`src/rtl/sync_fifo_flex.sv`:
```
// Parametrised single-clock FIFO with optional first-word-fall-through output,
// programmable almost flags, exact occupancy and registered overflow/underflow pulses.
module sync_fifo_flex #(
    parameter int DATA_WIDTH    = 8,
    parameter int DATA_DEPTH    = 16,
    parameter bit FWFT          = 1'b0,
    parameter int AFULL_THRESH  = DATA_DEPTH - 2,
    parameter int AEMPTY_THRESH = 2
) (
    input  logic                          clk,
    input  logic                          rst,
    input  logic [DATA_WIDTH-1:0]         data_in,
    input  logic                          w_en,
    input  logic                          r_en,
    output logic [DATA_WIDTH-1:0]         data_out,
    output logic                          full,
    output logic                          empty,
    output logic                          almost_full,
    output logic                          almost_empty,
    output logic [$clog2(DATA_DEPTH):0]   data_num,
    output logic                          overflow,
    output logic                          underflow
);

    localparam int AW = $clog2(DATA_DEPTH);
    localparam logic [AW:0] DEPTH_N = (AW+1)'(DATA_DEPTH);

    if ((DATA_DEPTH < 2) || ((DATA_DEPTH & (DATA_DEPTH - 1)) != 0)) begin : g_bad_depth
        $error("sync_fifo_flex: DATA_DEPTH must be a power of 2 and at least 2");
    end
    if (AFULL_THRESH > DATA_DEPTH) begin : g_bad_afull
        $error("sync_fifo_flex: AFULL_THRESH must not exceed DATA_DEPTH");
    end

    logic [DATA_WIDTH-1:0] mem [DATA_DEPTH];
    logic [AW:0]           wr_ptr;
    logic [AW:0]           rd_ptr;
    logic [AW-1:0]         rd_idx;
    logic                  rd_acc;
    logic                  wr_acc;

    // Wrap bit makes the modular difference distinguish full from empty.
    assign data_num     = wr_ptr - rd_ptr;
    assign full         = (data_num == DEPTH_N);
    assign empty        = (data_num == '0);
    assign almost_full  = (32'(data_num) >= AFULL_THRESH);
    assign almost_empty = (32'(data_num) <= AEMPTY_THRESH);
    assign rd_idx       = rd_ptr[AW-1:0];

    assign rd_acc = r_en & ~empty;
    assign wr_acc = w_en & (~full | rd_acc);

    always_ff @(posedge clk) begin
        if (!rst && wr_acc) begin
            mem[wr_ptr[AW-1:0]] <= data_in;
        end
    end

    always_ff @(posedge clk) begin
        if (rst) begin
            wr_ptr    <= '0;
            rd_ptr    <= '0;
            overflow  <= 1'b0;
            underflow <= 1'b0;
        end else begin
            if (wr_acc) begin
                wr_ptr <= wr_ptr + (AW+1)'(1);
            end
            if (rd_acc) begin
                rd_ptr <= rd_ptr + (AW+1)'(1);
            end
            overflow  <= w_en & ~wr_acc;
            underflow <= r_en & ~rd_acc;
        end
    end

    if (FWFT) begin : g_fwft
        assign data_out = empty ? '0 : mem[rd_idx];
    end else begin : g_registered
        logic [DATA_WIDTH-1:0] dout_q;

        always_ff @(posedge clk) begin
            if (rst) begin
                dout_q <= '0;
            end else if (rd_acc) begin
                dout_q <= mem[rd_idx];
            end
        end

        assign data_out = dout_q;
    end

endmodule

```
`config.mk`:
```
export PLATFORM = sky130hd
export DESIGN_NAME = sync_fifo_flex
export DESIGN_NICKNAME = d
export VERILOG_FILES = /design/src/rtl/sync_fifo_flex.sv
export SDC_FILE = /design/constraint.sdc
export NUM_CORES = 1
export LEC_CHECK = 0
export ABC_AREA = 1
export BUFFER_PORTS_ARGS = -buffer_cell sky130_fd_sc_hd__buf_4
export CAP_MARGIN = 20
export CORE_ASPECT_RATIO = 0.9
export CORE_UTILIZATION = 35
export DETAILED_ROUTE_END_ITERATION = 10
export MAX_ROUTING_LAYER = met4
export PLACE_DENSITY_LB_ADDON = 0.2
export SLEW_MARGIN = 30
export SYNTH_ARGS = -nofsm -noshare
export SYNTH_HDL_FRONTEND = slang
export SYNTH_SLANG_ARGS = --single-unit
```
`constraint.sdc`:
```
create_clock -name clk -period 3.8 [get_ports clk]
set_input_delay 0.19 -clock clk [delete_from_list [all_inputs] [get_ports clk]]
set_output_delay 0.19 -clock clk [all_outputs]
set_load 0.05 [all_outputs]
```
==> results of run 1 <==
## cell type report
cell class | count | area, sq um | area share, %
repair buffers | 50 | 375.4 | 5.055
well taps | 240 | 300.3 | 4.044
clock inverters | 12 | 133.9 | 1.803
clock buffers | 18 | 429.2 | 5.779
inverters | 38 | 142.6 | 1.921
multi-input cells | 350 | 1799 | 24.23
flip-flops and latches | 148 | 4245 | 57.17
## per-layer routing
| layer | share of wire [%] | GRT usage [%] | up-vias |
|---|---|---|---|
| met3 | 5.3 | 4.841 | 17 |
| met1 | 47 | 26.31 | 2103 |
| met2 | 46 | 29.33 | 130 |
| met4 | 1.5 | 6.758 | 0 |
| met5 | 0 | - | - |
| li1 | - | - | 2052 |
## state kept, by name, summed over array words and instances (netlist names)
register and flops:
wr_ptr 5, mem 128, data_out 8, overflow 1, underflow 1, rd_ptr 5
## worst paths after layout
kind	start	to	slack [ns]	depth (start not counted)
worst min register to register	rd_ptr[3]	rd_ptr[3]	0.49	2
worst min-delay path	rst	rd_ptr[0]	0.02	2
worst max-delay path	rd_ptr[1]	mem[15][4]	0.65	9
worst max register to register	rd_ptr[1]	mem[15][4]	0.65	9
## where the power goes
group / leakage [nW] / internal, mW / switching (mW)
sequential: 1.32 / 1.83 / 0.0413
clock: 0.272 / 0.959 / 0.651
combinational: 1.08 / 0.451 / 1.16
## synth_stat cells (3+ instances only)
cell	n	area share, %
sky130_fd_sc_hd__nand2_1	71	4.2
sky130_fd_sc_hd__xnor2_1	3	0.42
sky130_fd_sc_hd__clkbuf_1	15	0.89
sky130_fd_sc_hd__buf_2	9	0.71
sky130_fd_sc_hd__o211ai_1	16	1.9
sky130_fd_sc_hd__o21ai_0	65	5.1
sky130_fd_sc_hd__nand3_1	23	1.8
sky130_fd_sc_hd__ha_1	9	1.8
sky130_fd_sc_hd__inv_1	34	2.0
sky130_fd_sc_hd__a21oi_1	12	0.95
sky130_fd_sc_hd__o22ai_1	16	1.6
sky130_fd_sc_hd__dfxtp_1	20	6.3
sky130_fd_sc_hd__edfxtp_1	128	61
sky130_fd_sc_hd__nor2_1	100	5.9
sky130_fd_sc_hd__clkinv_1	3	0.18
sky130_fd_sc_hd__nor3_1	15	1.2
sky130_fd_sc_hd__xor2_1	5	0.69
## stage by stage
stage | area [sq um] | power [mW] | worst slack, ns
floorplan | 6321 | 3.074 | 0.4327
global placement | 6863 | 3.499 | 0.7708
detailed placement | 6863 | 3.503 | 0.6738
CTS | 7426 | 5.117 | 0.6681
global route | 7426 | 5.330 | 0.3315
finish | 7426 | 5.088 | 0.6541
## kinds of logic (layout without fill, tap and decap cells)
kind of cell / Yosys count / count (layout) / share of synthesized area (%)
DFF: 148 / 148 / 67.14
xor gates and xnor gates: 9 / 9 / 1.366
AOI/OAI and AO/OA: 109 / 109 / 9.581
adders and majority gates: 10 / 10 / 2.098
and+or+nand+nor: 222 / 222 / 15.42
buffers and inverters: 66 / 118 / 4.394
## worst register-to-register path, delay by kind of cell (launching register included)
family | cells | cell delay, ns
adders and majority gates | 1 | 0.30
and+or+nand+nor | 6 | 1.26
buffers and inverters | 1 | 0.38
AOI/OAI and AO/OA | 1 | 0.18
DFF | 1 | 0.66
==> impl_metrics.tcl, run 1 <==
set metrics [dict create \
    outcome "finished clean" \
    global_route.usage.total_pct 19.74 \
    worst_path_required_time_ns 3.86 \
    layout_area_overhead_pct 17.48 \
    tritoncts "built" \
    wire_length_of_the_first_global_routing_pass_microns 25030 \
    overall_via_count_from_detail_route 4302 \
    post_synthesis_cells 564 \
    worst_path_most_repeated_cell "sky130_fd_sc_hd__nand2_1" \
    dpl.hpwl_microns 11020 \
    critical_path_peak_fanout 19 \
    crit_arrival_ns 3.21 \
    hold_ws_ns 0.01921 \
    average_wire_length_per_cell_after_detail_routing_microns 19.24 \
    crit_path_cell_trace "inv_1 -> ha_1 -> a21oi_1 -> nand2_1 -> nand2_1 -> nand2_2 -> nand4_4 -> nand3_4 -> nor2_1" \
    dp.cells 826 \
    path_class "reg2reg" \
    drc_viols 0 \
    synth_area_sq_um 6321 \
    critPathBufInv 1 \
    worst_clk_skew_ns 0.009931 \
    final_cell_count_no_fill 856 \
    synth_sequential_area_ratio_pct 67.14 \
    synthesis.area_per_instance_sq_um 11.21 \
    net_count_after_synthesis 586 \
    drt_pass1_iterations 5 \
    power.density_cell_area_nw_per_um2 685.2 \
    numCtsBuffers 17 \
    vias_per_cell 5.026 \
    synth_enable_flop_cells 128 \
    cts.htree.levels 4 \
    worst_hold_path_type "in2reg" \
    timing.fmax_mhz 317.9 \
    maxSlewViolCount 0 \
    yosysUniqueCellTypes 32 \
    die_h_microns 129.5 \
    grt_antenna_before_repair 0 \
    diodes 0 \
    setup_total_negative_slack_ns 0 \
    die_area_sq_um 18600 \
    core_area_sq_um 17670 \
    clkTransAtPathRegs_ns 0.06 \
    tritoncts_num_sinks 148 \
    start_kind "flip-flop" \
    rsz0062_at_grt "false" \
    core.rowCount 46 \
    final-setup-viol-count 0 \
    global_route.overflow_total 0 \
    gpl.final_weighted_congestion 0.9006 \
    layout_min_cycle_time_ns 3.146 \
    post-route-period-util_pct 82.79 \
    final_core_util_pct 42.03 \
    fin_nets 627 \
    drv.max_cap_violation_count 0 \
    drive_above_1_share_pct 14.94 \
    hold_fix_buffers_cts 0 \
    cts_resizes 0 \
    pin_count_of_the_biggest_net_entering_global_routing 69 \
    boundaryPins 31 \
    synth-main-ff-cell "sky130_fd_sc_hd__edfxtp_1" \
    cp_slowest_cell "sky130_fd_sc_hd__dfxtp_1" \
    effective_utilization_at_floorplan_pct 35.77 \
    numPortBuffers 30 \
    hold_viol_final 0 \
    commonest_cells_after_routing_fill_and_taps_aside "128 x sky130_fd_sc_hd__edfxtp_1, 100 x sky130_fd_sc_hd__nor2_1, 71 x sky130_fd_sc_hd__nand2_1" \
    post_cts_buffers 0 \
    worst_path_largest_cell_delay_ns 0.66 \
    critPathCaptureType "flip-flop" \
    clock_insertion_delay_worst_skew_ns 0.43 \
    leakage_nw 2.665 \
    synth_warnings 0 \
    filler_cell_count 1701 \
    ys_ff_latch 148 \
    first_global_vias 4323 \
    overall_routed_net_length_microns 16470 \
    root_buffer "sky130_fd_sc_hd__clkbuf_16" \
    synth_async_sr_flop_share_pct 0 \
    antenna_violating_nets_post_route 0 \
    family_of_cells_with_the_greatest_summed_delay_on_the_critical_path "simple AND/OR/NAND/NOR gates" \
    drt_iter0_drc 395 \
    cts_max_path_buffers 2 \
    worst_pin_slew_ns 0.6432 \
    ir_worst_vdd_mv 0.3193 \
    floorplan.die.width_microns 143.7 \
    layout.cells.most_common "sky130_fd_sc_hd__edfxtp_1" \
    worst_slew_margin_rel_pct 56.96 \
]
(Power assumes the default switching activity.)
==> inputs of run 2 (changes only) <==
==> constraint.sdc (replaced) <==
create_clock -name clk -period 2.55 [get_ports clk]
set_input_delay 0.1275 -clock clk [delete_from_list [all_inputs] [get_ports clk]]
set_output_delay 0.1275 -clock clk [all_outputs]
set_load 0.05 [all_outputs]
==> impl_metrics.tcl, run 2 (synthesis results as in run 1) <==
set metrics [dict create \
    outcome "finished clean" \
    timing.final.ws_setup_ns 0.03888 \
    floorplan.die.width_microns 143.7 \
    first_global_vias 4140 \
    rsz0062_at_grt "true" \
    filler_cell_count 1632 \
    worst_pin_slew_ns 0.6438 \
    vias_per_cell 5.016 \
    root_buffer "sky130_fd_sc_hd__clkbuf_16" \
    numCtsBuffers 17 \
    diodes 0 \
    critical_path_peak_fanout 7 \
    effective_utilization_at_floorplan_pct 35.77 \
    global_route.overflow_total 0 \
    placement.setup.worst_slack_ns 0.005802 \
    dp.cells 828 \
    worst_slew_margin_rel_pct 57.08 \
    number_of_cells_traversed_by_the_worst_register_to_register_path 11 \
    drv.max_cap_violation_count 0 \
    hold-path-cell-count 3 \
    drc_viols 0 \
    hold_ws_ns 0.03997 \
    boundaryPins 31 \
    commonest_cells_after_routing_fill_and_taps_aside "128 x sky130_fd_sc_hd__edfxtp_1, 99 x sky130_fd_sc_hd__nor2_1, 71 x sky130_fd_sc_hd__nand2_1" \
    crit_arrival_ns 2.65 \
    path_class "reg2reg" \
    tritoncts "built" \
    final-setup-viol-count 0 \
    grt_antenna_before_repair 0 \
    tritoncts_num_sinks 148 \
    power.sequential.fraction_pct 35.3 \
    ir_worst_vdd_mv 0.5149 \
    average_wire_length_per_cell_after_detail_routing_microns 18.86 \
    leakage_nw 2.870 \
    power_report.internal_total_mw 4.980 \
    cts_max_path_buffers 2 \
    largest_register_ffs 128 \
    core.rowCount 46 \
    global_route.usage.total_pct 19.42 \
    die_area_sq_um 18600 \
    drive_above_1_share_pct 20.13 \
    drt_iter0_drc 476 \
    dpl.hpwl_microns 10850 \
    cts.htree.levels 4 \
    final_cell_count_no_fill 871 \
    pin_count_of_the_biggest_net_entering_global_routing 69 \
    gpl.final_weighted_congestion 0.9327 \
    hold_viol_final 0 \
    timing.fmax_mhz 398.2 \
    drt_pass1_iterations 5 \
    core_area_sq_um 17670 \
    die_h_microns 129.5 \
    worst_path_required_time_ns 2.69 \
    antenna_violating_nets_post_route 0 \
    switching_share_pct 36.53 \
    power.density_cell_area_nw_per_um2 997.5 \
    critPathCaptureType "flip-flop" \
    wire_length_of_the_first_global_routing_pass_microns 24720 \
    fin_nets 640 \
    clock_insertion_delay_worst_skew_ns 0.42 \
    layout.cells.most_common "sky130_fd_sc_hd__edfxtp_1" \
    numPortBuffers 30 \
    layout_min_cycle_time_ns 2.511 \
    start_kind "flip-flop" \
    power.switching_mw 2.866 \
    p_clk_share_pct 31.3 \
    setup_total_negative_slack_ns 0 \
    placement.cell_area_sq_um 7059 \
    overall_routed_net_length_microns 16430 \
    layout_area_overhead_pct 24.43 \
    post-route-period-util_pct 98.48 \
    overall_via_count_from_detail_route 4369 \
    worst_hold_path_type "in2reg" \
    multi_input_combinational_cell_area_sq_um 1969 \
    area.sequential_sq_um 4247 \
    clkTransAtPathRegs_ns 0.06 \
    worst_clk_skew_ns 0.006023 \
    post-route-cell-area_sq_um 7865 \
    pwr-share-comb_pct 33.4 \
    maxSlewViolCount 0 \
]
[run 2: cell types whose count changed in the layout (fill, tap and decap cells not counted), sizes merged]
cell | before | now
clkbuf | 18 | 25
clkinv | 9 | 6
inv | 37 | 40
buf | 50 | 60
dlygate4sd3 | 0 | 2
bufinv | 2 | 0
clkinvlp | 2 | 0
[run 2: repair_timing]
action | CTS | global route
gates resized for setup | 0 | 4
buffers inserted | 0 | 8
hold endpoints to repair | 10 | 0
endpoints found under the setup margin | 0 | 81
hold buffers | 2 | 0
[run 2: critical path: stages (launching register included)]
cell and delay, ns:
sky130_fd_sc_hd__dfxtp_2 0.35, sky130_fd_sc_hd__inv_4 0.05, sky130_fd_sc_hd__ha_4 0.16, sky130_fd_sc_hd__fa_2 0.39
sky130_fd_sc_hd__nand3b_1 0.21, sky130_fd_sc_hd__nand3_2 0.11, sky130_fd_sc_hd__nand2_4 0.07, sky130_fd_sc_hd__nand4_4 0.09
sky130_fd_sc_hd__nand3_4 0.18, sky130_fd_sc_hd__buf_12 0.22, sky130_fd_sc_hd__nor3_4 0.23, sky130_fd_sc_hd__buf_12 0.16
[run 2: final timing paths]
kind              startpoint        end  slack (ns)
hold / removal          r_en  rd_ptr[4]        0.04
setup reg to reg   wr_ptr[0]  mem[8][6]        0.04
hold reg to reg    rd_ptr[3]  rd_ptr[3]        0.50
setup / recovery   wr_ptr[0]  mem[8][6]        0.04
[run 2: power by group through the flow]
stage	combinational, mW	sequential [mW]	clock, mW
after floorplan	1.63	3.03	0
after global placement	2.58	2.82	0
after detailed placement	2.59	2.82	0
after CTS	2.60	2.77	2.50
after global routing	2.83	2.78	2.59
final	2.62	2.77	2.46
[run 2: layer usage]
| layer | GRT usage (%) | wire [microns] | vias up |
|---|---|---|---|
| met2 | 28.84 | 7568 | 133 |
| li1 | - | - | 2081 |
| met4 | 5.882 | 187 | 0 |
| met3 | 4.102 | 754 | 15 |
| met1 | 26.65 | 7915 | 2140 |
| met5 | - | 0 | - |
[run 2: layout make-up]
class,count,share of cell area (%)
Timing Repair Buffer,63,7.668
Multi-Input combinational cell,350,25.04
Inverter,38,1.845
Tap cell,240,3.818
Clock inverter,8,0.7000
Clock buffer,24,6.936
Sequential cell,148,53.99
[run 2: per-stage QoR]
step / total power [mW] / util (%)
4_1_cts: 7.875 / 43.46
3_3_place_gp: 5.397 / 39.95
3_5_place_dp: 5.418 / 39.95
5_1_grt: 8.196 / 44.51
6_report: 7.845 / 44.51
2_1_floorplan: 4.662 / -
